[config.mk]
export PLATFORM = sky130hd
export DESIGN_NAME = aes_key_expand_seq
export DESIGN_NICKNAME = d
export VERILOG_FILES = /design/src/rtl/aes_pkg.sv /design/src/rtl/aes_sbox_word.sv /design/src/rtl/aes_key_expand_seq.sv
export SDC_FILE = /design/constraint.sdc
export NUM_CORES = 2
export LEC_CHECK = 0
export BUFFER_PORTS_ARGS = -buffer_cell sky130_fd_sc_hd__buf_2
export CAP_MARGIN = 20
export CORE_AREA = 2 2 652 654
export DETAILED_ROUTE_END_ITERATION = 12
export DIE_AREA = 0 0 654 656
export GPL_TIMING_DRIVEN = 0
export PLACE_DENSITY = 0.39
export SYNTH_ARGS = -nofsm -noshare
export SYNTH_HDL_FRONTEND = slang
export SYNTH_SLANG_ARGS = --single-unit
[constraint.sdc]
create_clock -name clk -period 59.8 [get_ports clk]
set_clock_uncertainty 0.2 [all_clocks]
set_input_delay 8.97 -clock clk [delete_from_list [all_inputs] [get_ports clk]]
set_output_delay 8.97 -clock clk [all_outputs]
set_load 0.05 [all_outputs]
[src/rtl/aes_pkg.sv]
// ============================================================================
// Module : aes_pkg
// Brief  : Shared AES-128 key-schedule constants, FSM state type, S-box table.
// Rev    : 1.0  initial release
// ============================================================================
`default_nettype none

package aes_pkg;

    localparam int AES_NR    = 10;
    localparam int AES_KEY_W = 128;

    typedef enum logic [0:0] {
        IDLE   = 1'b0,
        EXPAND = 1'b1
    } state_t;

    localparam logic [7:0] RCON [1:10] = '{
        8'h01, 8'h02, 8'h04, 8'h08, 8'h10, 8'h20, 8'h40, 8'h80, 8'h1b, 8'h36
    };

    localparam logic [7:0] SBOX [256] = '{
        8'h63, 8'h7c, 8'h77, 8'h7b, 8'hf2, 8'h6b, 8'h6f, 8'hc5, 8'h30, 8'h01, 8'h67, 8'h2b, 8'hfe, 8'hd7, 8'hab, 8'h76,
        8'hca, 8'h82, 8'hc9, 8'h7d, 8'hfa, 8'h59, 8'h47, 8'hf0, 8'had, 8'hd4, 8'ha2, 8'haf, 8'h9c, 8'ha4, 8'h72, 8'hc0,
        8'hb7, 8'hfd, 8'h93, 8'h26, 8'h36, 8'h3f, 8'hf7, 8'hcc, 8'h34, 8'ha5, 8'he5, 8'hf1, 8'h71, 8'hd8, 8'h31, 8'h15,
        8'h04, 8'hc7, 8'h23, 8'hc3, 8'h18, 8'h96, 8'h05, 8'h9a, 8'h07, 8'h12, 8'h80, 8'he2, 8'heb, 8'h27, 8'hb2, 8'h75,
        8'h09, 8'h83, 8'h2c, 8'h1a, 8'h1b, 8'h6e, 8'h5a, 8'ha0, 8'h52, 8'h3b, 8'hd6, 8'hb3, 8'h29, 8'he3, 8'h2f, 8'h84,
        8'h53, 8'hd1, 8'h00, 8'hed, 8'h20, 8'hfc, 8'hb1, 8'h5b, 8'h6a, 8'hcb, 8'hbe, 8'h39, 8'h4a, 8'h4c, 8'h58, 8'hcf,
        8'hd0, 8'hef, 8'haa, 8'hfb, 8'h43, 8'h4d, 8'h33, 8'h85, 8'h45, 8'hf9, 8'h02, 8'h7f, 8'h50, 8'h3c, 8'h9f, 8'ha8,
        8'h51, 8'ha3, 8'h40, 8'h8f, 8'h92, 8'h9d, 8'h38, 8'hf5, 8'hbc, 8'hb6, 8'hda, 8'h21, 8'h10, 8'hff, 8'hf3, 8'hd2,
        8'hcd, 8'h0c, 8'h13, 8'hec, 8'h5f, 8'h97, 8'h44, 8'h17, 8'hc4, 8'ha7, 8'h7e, 8'h3d, 8'h64, 8'h5d, 8'h19, 8'h73,
        8'h60, 8'h81, 8'h4f, 8'hdc, 8'h22, 8'h2a, 8'h90, 8'h88, 8'h46, 8'hee, 8'hb8, 8'h14, 8'hde, 8'h5e, 8'h0b, 8'hdb,
        8'he0, 8'h32, 8'h3a, 8'h0a, 8'h49, 8'h06, 8'h24, 8'h5c, 8'hc2, 8'hd3, 8'hac, 8'h62, 8'h91, 8'h95, 8'he4, 8'h79,
        8'he7, 8'hc8, 8'h37, 8'h6d, 8'h8d, 8'hd5, 8'h4e, 8'ha9, 8'h6c, 8'h56, 8'hf4, 8'hea, 8'h65, 8'h7a, 8'hae, 8'h08,
        8'hba, 8'h78, 8'h25, 8'h2e, 8'h1c, 8'ha6, 8'hb4, 8'hc6, 8'he8, 8'hdd, 8'h74, 8'h1f, 8'h4b, 8'hbd, 8'h8b, 8'h8a,
        8'h70, 8'h3e, 8'hb5, 8'h66, 8'h48, 8'h03, 8'hf6, 8'h0e, 8'h61, 8'h35, 8'h57, 8'hb9, 8'h86, 8'hc1, 8'h1d, 8'h9e,
        8'he1, 8'hf8, 8'h98, 8'h11, 8'h69, 8'hd9, 8'h8e, 8'h94, 8'h9b, 8'h1e, 8'h87, 8'he9, 8'hce, 8'h55, 8'h28, 8'hdf,
        8'h8c, 8'ha1, 8'h89, 8'h0d, 8'hbf, 8'he6, 8'h42, 8'h68, 8'h41, 8'h99, 8'h2d, 8'h0f, 8'hb0, 8'h54, 8'hbb, 8'h16
    };

    // {a,b,c,d} -> {b,c,d,a}
    function automatic logic [31:0] rot_word(input logic [31:0] w);
        return {w[23:0], w[31:24]};
    endfunction

endpackage

`default_nettype wire

[src/rtl/aes_sbox_word.sv]
// ============================================================================
// Module : aes_sbox_word
// Brief  : Combinational 32-bit SubWord, four parallel forward S-box lookups.
// Rev    : 1.0  initial release
// ============================================================================
`default_nettype none

module aes_sbox_word
    import aes_pkg::*;
(
    input  logic [31:0] word_in,
    output logic [31:0] word_out
);

    for (genvar i = 0; i < 4; i++) begin : g_byte
        assign word_out[8*i +: 8] = SBOX[word_in[8*i +: 8]];
    end

endmodule

`default_nettype wire

[src/rtl/aes_key_expand_seq.sv]
// ============================================================================
// Module : aes_key_expand_seq
// Brief  : Iterative AES-128 key schedule, one round key per clock, 11 stored.
// Rev    : 1.0  initial release
// ============================================================================
`default_nettype none

module aes_key_expand_seq
    import aes_pkg::*;
#(
    parameter int NR    = AES_NR,
    parameter int KEY_W = AES_KEY_W
) (
    input  logic                    clk,
    input  logic                    rst,
    input  logic                    start,
    input  logic [KEY_W-1:0]        key_in,
    output logic                    busy,
    output logic                    done,
    output logic                    keys_valid,
    output logic [(NR+1)*KEY_W-1:0] round_keys,
    input  logic [3:0]              rd_idx,
    output logic [KEY_W-1:0]        rd_key
);

    localparam logic [3:0] C_LAST_RND = 4'(NR);

    state_t           r_state;
    state_t           w_state_nxt;
    logic [3:0]       r_rnd;
    logic             r_busy;
    logic             r_done;
    logic             r_keys_valid;
    logic [KEY_W-1:0] r_rk [0:NR];

    logic             w_load;
    logic             w_step;
    logic             w_last;
    logic [KEY_W-1:0] w_prev;
    logic [KEY_W-1:0] w_next;
    logic [7:0]       w_rcon;
    logic [31:0]      w_sub;
    logic [31:0]      w_t;
    logic [31:0]      w_n0;
    logic [31:0]      w_n1;
    logic [31:0]      w_n2;
    logic [31:0]      w_n3;

    // ---------------- FSM ----------------
    always_ff @(posedge clk or posedge rst) begin
        if (rst) begin
            r_state <= IDLE;
        end else begin
            r_state <= w_state_nxt;
        end
    end

    always_comb begin
        w_state_nxt = r_state;
        w_load      = 1'b0;
        w_step      = 1'b0;
        w_last      = 1'b0;
        case (r_state)
            IDLE: begin
                if (start) begin
                    w_load      = 1'b1;
                    w_state_nxt = EXPAND;
                end
            end
            EXPAND: begin
                w_step = 1'b1;
                if (r_rnd == C_LAST_RND) begin
                    w_last      = 1'b1;
                    w_state_nxt = IDLE;
                end
            end
            default: w_state_nxt = IDLE;
        endcase
    end

    // ---------------- round function ----------------
    // r_rnd is 0 only after reset, where the result is never written
    always_comb begin
        w_prev = '0;
        w_rcon = 8'h00;
        if (r_rnd != 4'd0 && r_rnd <= C_LAST_RND) begin
            w_prev = r_rk[r_rnd - 4'd1];
            w_rcon = RCON[r_rnd];
        end
    end

    aes_sbox_word u_sbox (
        .word_in  (rot_word(w_prev[31:0])),
        .word_out (w_sub)
    );

    assign w_t    = w_sub ^ {w_rcon, 24'h0};
    assign w_n0   = w_prev[127:96] ^ w_t;
    assign w_n1   = w_prev[95:64]  ^ w_n0;
    assign w_n2   = w_prev[63:32]  ^ w_n1;
    assign w_n3   = w_prev[31:0]   ^ w_n2;
    assign w_next = {w_n0, w_n1, w_n2, w_n3};

    // ---------------- key store and status ----------------
    always_ff @(posedge clk or posedge rst) begin
        if (rst) begin
            r_rnd        <= 4'd0;
            r_busy       <= 1'b0;
            r_done       <= 1'b0;
            r_keys_valid <= 1'b0;
            for (int i = 0; i <= NR; i++) begin
                r_rk[i] <= '0;
            end
        end else begin
            r_done <= w_last;
            if (w_load) begin
                r_rk[0]      <= key_in;
                r_rnd        <= 4'd1;
                r_keys_valid <= 1'b0;
                r_busy       <= 1'b1;
            end
            if (w_step) begin
                r_rk[r_rnd] <= w_next;
                if (w_last) begin
                    r_busy       <= 1'b0;
                    r_keys_valid <= 1'b1;
                end else begin
                    r_rnd <= r_rnd + 4'd1;
                end
            end
        end
    end

    // ---------------- outputs ----------------
    assign busy       = r_busy;
    assign done       = r_done;
    assign keys_valid = r_keys_valid;

    for (genvar i = 0; i <= NR; i++) begin : g_flat
        assign round_keys[KEY_W*(NR-i) +: KEY_W] = r_rk[i];
    end

    assign rd_key = (rd_idx <= C_LAST_RND) ? r_rk[rd_idx] : '0;

endmodule

`default_nettype wire
## Yosys cells after proc, flatten, opt, wreduce, memory -nomap -nowiden

Memory sizes are Yosys's and may differ from the RTL's.
Index checks and enable logic that the tools add are counted.

| word-level totals | value |
|---|---|
| bits of input ports | 135 |
| memories | 5 |
| bits in latches | 0 |
| register bits after elaboration | 1416 |
| memory bits (read-only) | 8320 |
| output and inout bits | 1539 |
| bits in writable memories | 0 |

Memory list:

| memory | words | width | read ports | clocked after Yosys merged registers in | wr ports | line | RTL |
|---|---|---|---|---|---|---|---|
| (no name shown) | 256 | 8 | 1 | 0 | 0 | aes_sbox_word.sv:16 | `assign word_out[8*i +: 8] = SBOX[word_in[8*i +: 8]];` |
| (no name shown) | 256 | 8 | 1 | 0 | 0 | aes_sbox_word.sv:16 |  |
| (no name shown) | 256 | 8 | 1 | 0 | 0 | aes_sbox_word.sv:16 |  |
| (no name shown) | 256 | 8 | 1 | 0 | 0 | aes_sbox_word.sv:16 |  |
| (no name shown) | 16 | 8 | 1 | 0 | 0 | aes_key_expand_seq.sv:88 | `w_rcon = RCON[r_rnd];` |

| operators by class | value |
|---|---|
| reduce and logical (&&, ||, !) cells | 3 |
| multipliers | 0 |
| magnitude comparators | 10 |
| shifts and indexed selects | 0 |
| equality and inequality tests | 1 |
| bitwise gates (word level) | 13 |
| mux-type cells | 40 |
| add/subtract/negate cells | 2 |
| div/mod/pow operators | 0 |

Operators by type and width:

| operator | count |
|---|---|
| bitwise mux 1408 bit | 1 |
| two-way mux 1408 bit | 1 |
| binary-select mux 128 bit (select 4 bit) | 2 |
| two-way mux 128 bit | 8 |
| demux 128 bit (select 4 bit) | 1 |
| bitwise XOR 32 bit | 5 |
| two-way mux 8 bit | 11 |
| >= comparator 9 bit (second input constant) | 4 |
| inverter 8 -> 9 bit | 4 |
| >= comparator 5 bit (second input constant) | 3 |
| inverter 4 -> 5 bit | 3 |
| two-way mux 1 bit | 12 |
| two-way mux 4 bit | 3 |
| <= comparator 4 bit (second input constant) | 2 |
| < comparator 5 x 1 -> 1 bit (second input constant) | 1 |
| adder 4 x 1 -> 4 bit (second input constant) | 1 |
| equality test 4 bit (second input constant) | 1 |
| nonzero test 4 bit | 1 |
| subtractor 4 x 1 -> 4 bit (second input constant) | 1 |
| logical AND 1 bit | 2 |
| case mux 1 bit (2 select lines) | 1 |
| inverter 1 bit | 1 |

## Logic depth before layout (Yosys ltp)

| logic depth | value |
|---|---|
| word-level depth | 17 |
| mapped depth | 33 |
| depth with buffers taken out | 19 |

## Modules after synthesis

Synthesis repeated with hierarchy kept, for this count alone.

| unflattened totals | value |
|---|---|
| cell total of the unflattened synthesis | 9693 |
| area total of the unflattened synthesis | 89918.7 µm² |

Modules (own cells, without submodules):

| module | instances | cells an instance | sequential area each (µm²) | area each (µm²) |
|---|---|---|---|---|
| aes_key_expand_seq | 1 | 7508 | 35434.0 | 76149.3 |
| aes_sbox_word | 1 | 2185 | 0.0 | 13769.5 |

## Least setup slack after synthesis

No wires, ideal clock.

| path | value |
|---|---|
| kind | input-to-output |
| from | input rd_idx[0] |
| to | output rd_key[107] |
| slack | 39267 ps |
| path buffers | 4 |
| arrival time | 11363 ps |
| cell stages on the path | 7 |
| required time | 50630 ps |
| cell sequence | clkbuf_1 > buf_1 > nor2b_1 > clkbuf_1 > clkbuf_1 > a21oi_1 > o22ai_1 |

| on the way | value |
|---|---|
| cells in the longest elaborated chain, start to end | 5 |

Ends and longest elaborated chain:

| element | line | RTL |
|---|---|---|
| from (decl) | aes_key_expand_seq.sv:22 | `input logic [3:0] rd_idx,` |
| inverter 4 -> 5 bit (not written as such) | aes_key_expand_seq.sv:143 | `assign rd_key = (rd_idx <= C_LAST_RND) ? r_rk[rd_idx] : '0;` |
| binary-select mux 128 bit (select 4 bit) | aes_key_expand_seq.sv:143 |  |
| two-way mux 128 bit (not written as such) (2 in series) | aes_key_expand_seq.sv:143 |  |
| two-way mux 128 bit (*) | aes_key_expand_seq.sv:143 |  |
| to (decl) | aes_key_expand_seq.sv:23 | `output logic [KEY_W-1:0] rd_key` |

Mark *: on every way between the ends. The rest lies on a longest branch, timed or not. The select of a mux whose other input is x is not followed.

## Worst setup path after layout

| path | value |
|---|---|
| from | input rd_idx[0] |
| to | output rd_key[51] |

Same word-level chain as after synthesis.

==> impl_metrics.tcl <==
set metrics [dict create \
    yosysSeqAreaShare_pct 38.9 \
    route.detailed.drc 0 \
    postCtsHoldBufs 0 \
    grt_pass1_wl_mm 1200 \
    antenna_left 0 \
    slew_headroom_pct 10.9 \
    fillers 46200 \
    tns_ns 0 \
    syn_nets 10300 \
    syn_area_mm2 0.0910 \
    start_util_pct 21.6 \
    fmax_mhz 44.3 \
    synth-compound-area-share_pct 21.6 \
    synth_area_per_cell_um2 9.00 \
    fin_crit_ns 22.55 \
    worstHoldStart "busy" \
    drv_cap 0 \
    hold-path-cell-count 2 \
    yosys_warnings 0 \
    synth_most_common_cell "nand2_1" \
    cp-end-kind "output pin" \
    synth_edf_count 0 \
    globalplace.congestion 1.11 \
    slew_violations 0 \
    path_delay_family "buffers and inverters" \
    routed_wl_mm 953 \
    nets 12400 \
    insertion_delay_ns 1.00 \
    synthToLayoutAreaGrowth_pct 29.4 \
    overflow 0 \
    yosysUniqueCellTypes 105 \
    die_w_um 654 \
    routed-via-count 111000 \
    drt-initial-drc-count 16500 \
    antenna_found_initial 104 \
    slowest_delay_ns 0.68 \
    post-cts-setup-buffers 0 \
    track_usage_pct 42.8 \
    grt_pass1_vias 102000 \
    min_to "busy" \
    drive_gt1_share_pct 26.7 \
    setup_viol 0 \
    tightest_slew_ns 1.32 \
    cts_buffers 188 \
    via_per_inst 6.13 \
    cts.sinks 1416 \
    r2r_start "r_rnd[0]" \
    synth_top_family_by_area "compound AO/OA/AOI/OAI gates" \
    grt_max_degree 117 \
    port_buffers 1671 \
    synthTopCellsByArea "dfrtp_1 39%, mux4_2 12%, o21ai_0 8.0%, nand2_1 8.0%, mux2i_1 3.8%" \
    path_cells "clkbuf_1 -> clkbuf_2 -> buf_12 -> buf_1 -> clkbuf_4 -> buf_12 -> clkbuf_1 -> nor2_1 -> a21oi_1 -> o22ai_1 -> buf_2" \
    required_ns 50.63 \
    cp-start-kind "input port" \
    crit_buf_inv 8 \
    clock-root-buffer "clkbuf_16" \
    die-area_mm2 0.429 \
    path_clk_slew_ns 0.06 \
    wire_per_inst_um 52.5 \
    yosys-top-cells-count "1931 x nand2_1, 1462 x o21ai_0, 1416 x dfrtp_1" \
    critPathSlowestCell "buf_1" \
    synth-xor-area-share_pct 2.06 \
    yosys.area_share.simple_pct 14.3 \
    path_class "input port to output pin" \
    synth_top_cell_by_area "dfrtp_1" \
    ys.flop_type "dfrtp_1" \
    cp.arrival_ns 13.38 \
    io_pins 1674 \
    synthAdderAreaFrac_pct 0.729 \
    die_y_um 656 \
    synthMuxAreaShare_pct 17.3 \
    synth_seq_cells 1416 \
    synthCells 10100 \
    status "finished, final reports clean" \
    dp_hpwl_mm 762 \
    reg2reg_depth 31 \
    finalCritPeriodShare_pct 37.7 \
    drtPass1Iterations 10 \
    rrSetupSlack_ns 45.43 \
    hold_class "register to register" \
    htree_num_levels 4 \
    core_area_mm2 0.422 \
    cts_tree "done" \
    hold_viol 0 \
    cp_max_fo 10 \
    cts_max_path_buffers 4 \
    cts_repair_resize_count 0 \
    async_flop_share_pct 100 \
    netlist.area_leader.share_pct 38.9 \
    rsz0062_at_grt "false" \
    rows 239 \
]
[layout by cell type (no fill, tap or decap), drive strengths merged, types with 40 or more instances in the layout]
cell type	count
buf	2321
nand2	1932
o21ai	1533
dfrtp	1416
clkbuf	955
nor2	635
a21oi	509
mux4	493
mux2i	344
nand3	212
o22ai	191
nor3	181
a31oi	159
xnor2	143
o211ai	126
a211oi	107
mux2	103
a221oi	103
diode	79
o31ai	59
ha	53
xor2	51
a22oi	47
inv	44
nor4	43
clkinv	43
a311oi	41
nand4	40
[per-layer routing]
layer	track usage, %	vias to the layer above	share of wire [%]
li1	-	41700	-
met1	52.4	59000	38
met2	62.2	8351	42
met3	12.2	2137	9.8
met4	35.1	42	10
met5	0	-	0.029
[tightest hold or removal path: cells and delay by family (launching register included)]
kind,cells,cell delay (ns)
simple gates,2,0.12
flops,1,0.35
[worst max path at each step]
stage / start / end / slack [ns] / cells after the start
2_1_floorplan: rst / async pin / 10.70 / 1
3_3_place_gp: rst / round_keys[1281] / -11.57 / 2
3_5_place_dp: rd_idx[1] / rd_key[93] / 37.58 / 8
4_1_cts: rd_idx[1] / rd_key[93] / 37.57 / 8
5_1_grt: rd_idx[0] / rd_key[51] / 37.31 / 11
6_report: rd_idx[0] / rd_key[51] / 37.25 / 11
[cell type report]
class                           count  area (µm²)  area share (%)
Clock inverter                     65         779           0.662
Clock buffer                      270        5460            4.64
Multi-Input combinational cell   7606       51400            43.6
Timing Repair Buffer             1954       12700            10.8
Tap cell                         5663        7090            6.02
Sequential cell                  1416       35400            30.1
Antenna cell                       79         198           0.168
Buffer                           1053        4600            3.90
Inverter                           37         146           0.124
[metrics by stage]
stage | area (µm²) | setup WS (ns) | utilization [%] | hold WS (ns) | std cells
after floorplan | 91000 | 10.70 | - | 0.472 | 10100
after global placement | 106000 | -11.57 | 25.2 | 0.273 | 17400
after detailed placement | 111000 | 37.58 | 26.3 | 0.274 | 17700
after CTS | 117000 | 37.57 | 27.8 | 0.291 | 18000
after global routing | 118000 | 37.31 | 27.9 | 0.324 | 18100
final | 118000 | 37.25 | 27.9 | 0.293 | 18100
[cell families after synthesis]
| group | count (synthesis) |
|---|---|
| fa+ha+maj | 53 |
| xor+xnor | 194 |
| compound gates | 3244 |
| flops | 1416 |
| simple gates | 3175 |
| mux | 940 |
| buf+inv | 1090 |
Power is left out: the tool's default activity adds up to more than one toggle a clock period on the data nets, which glitch-free logic cannot reach.
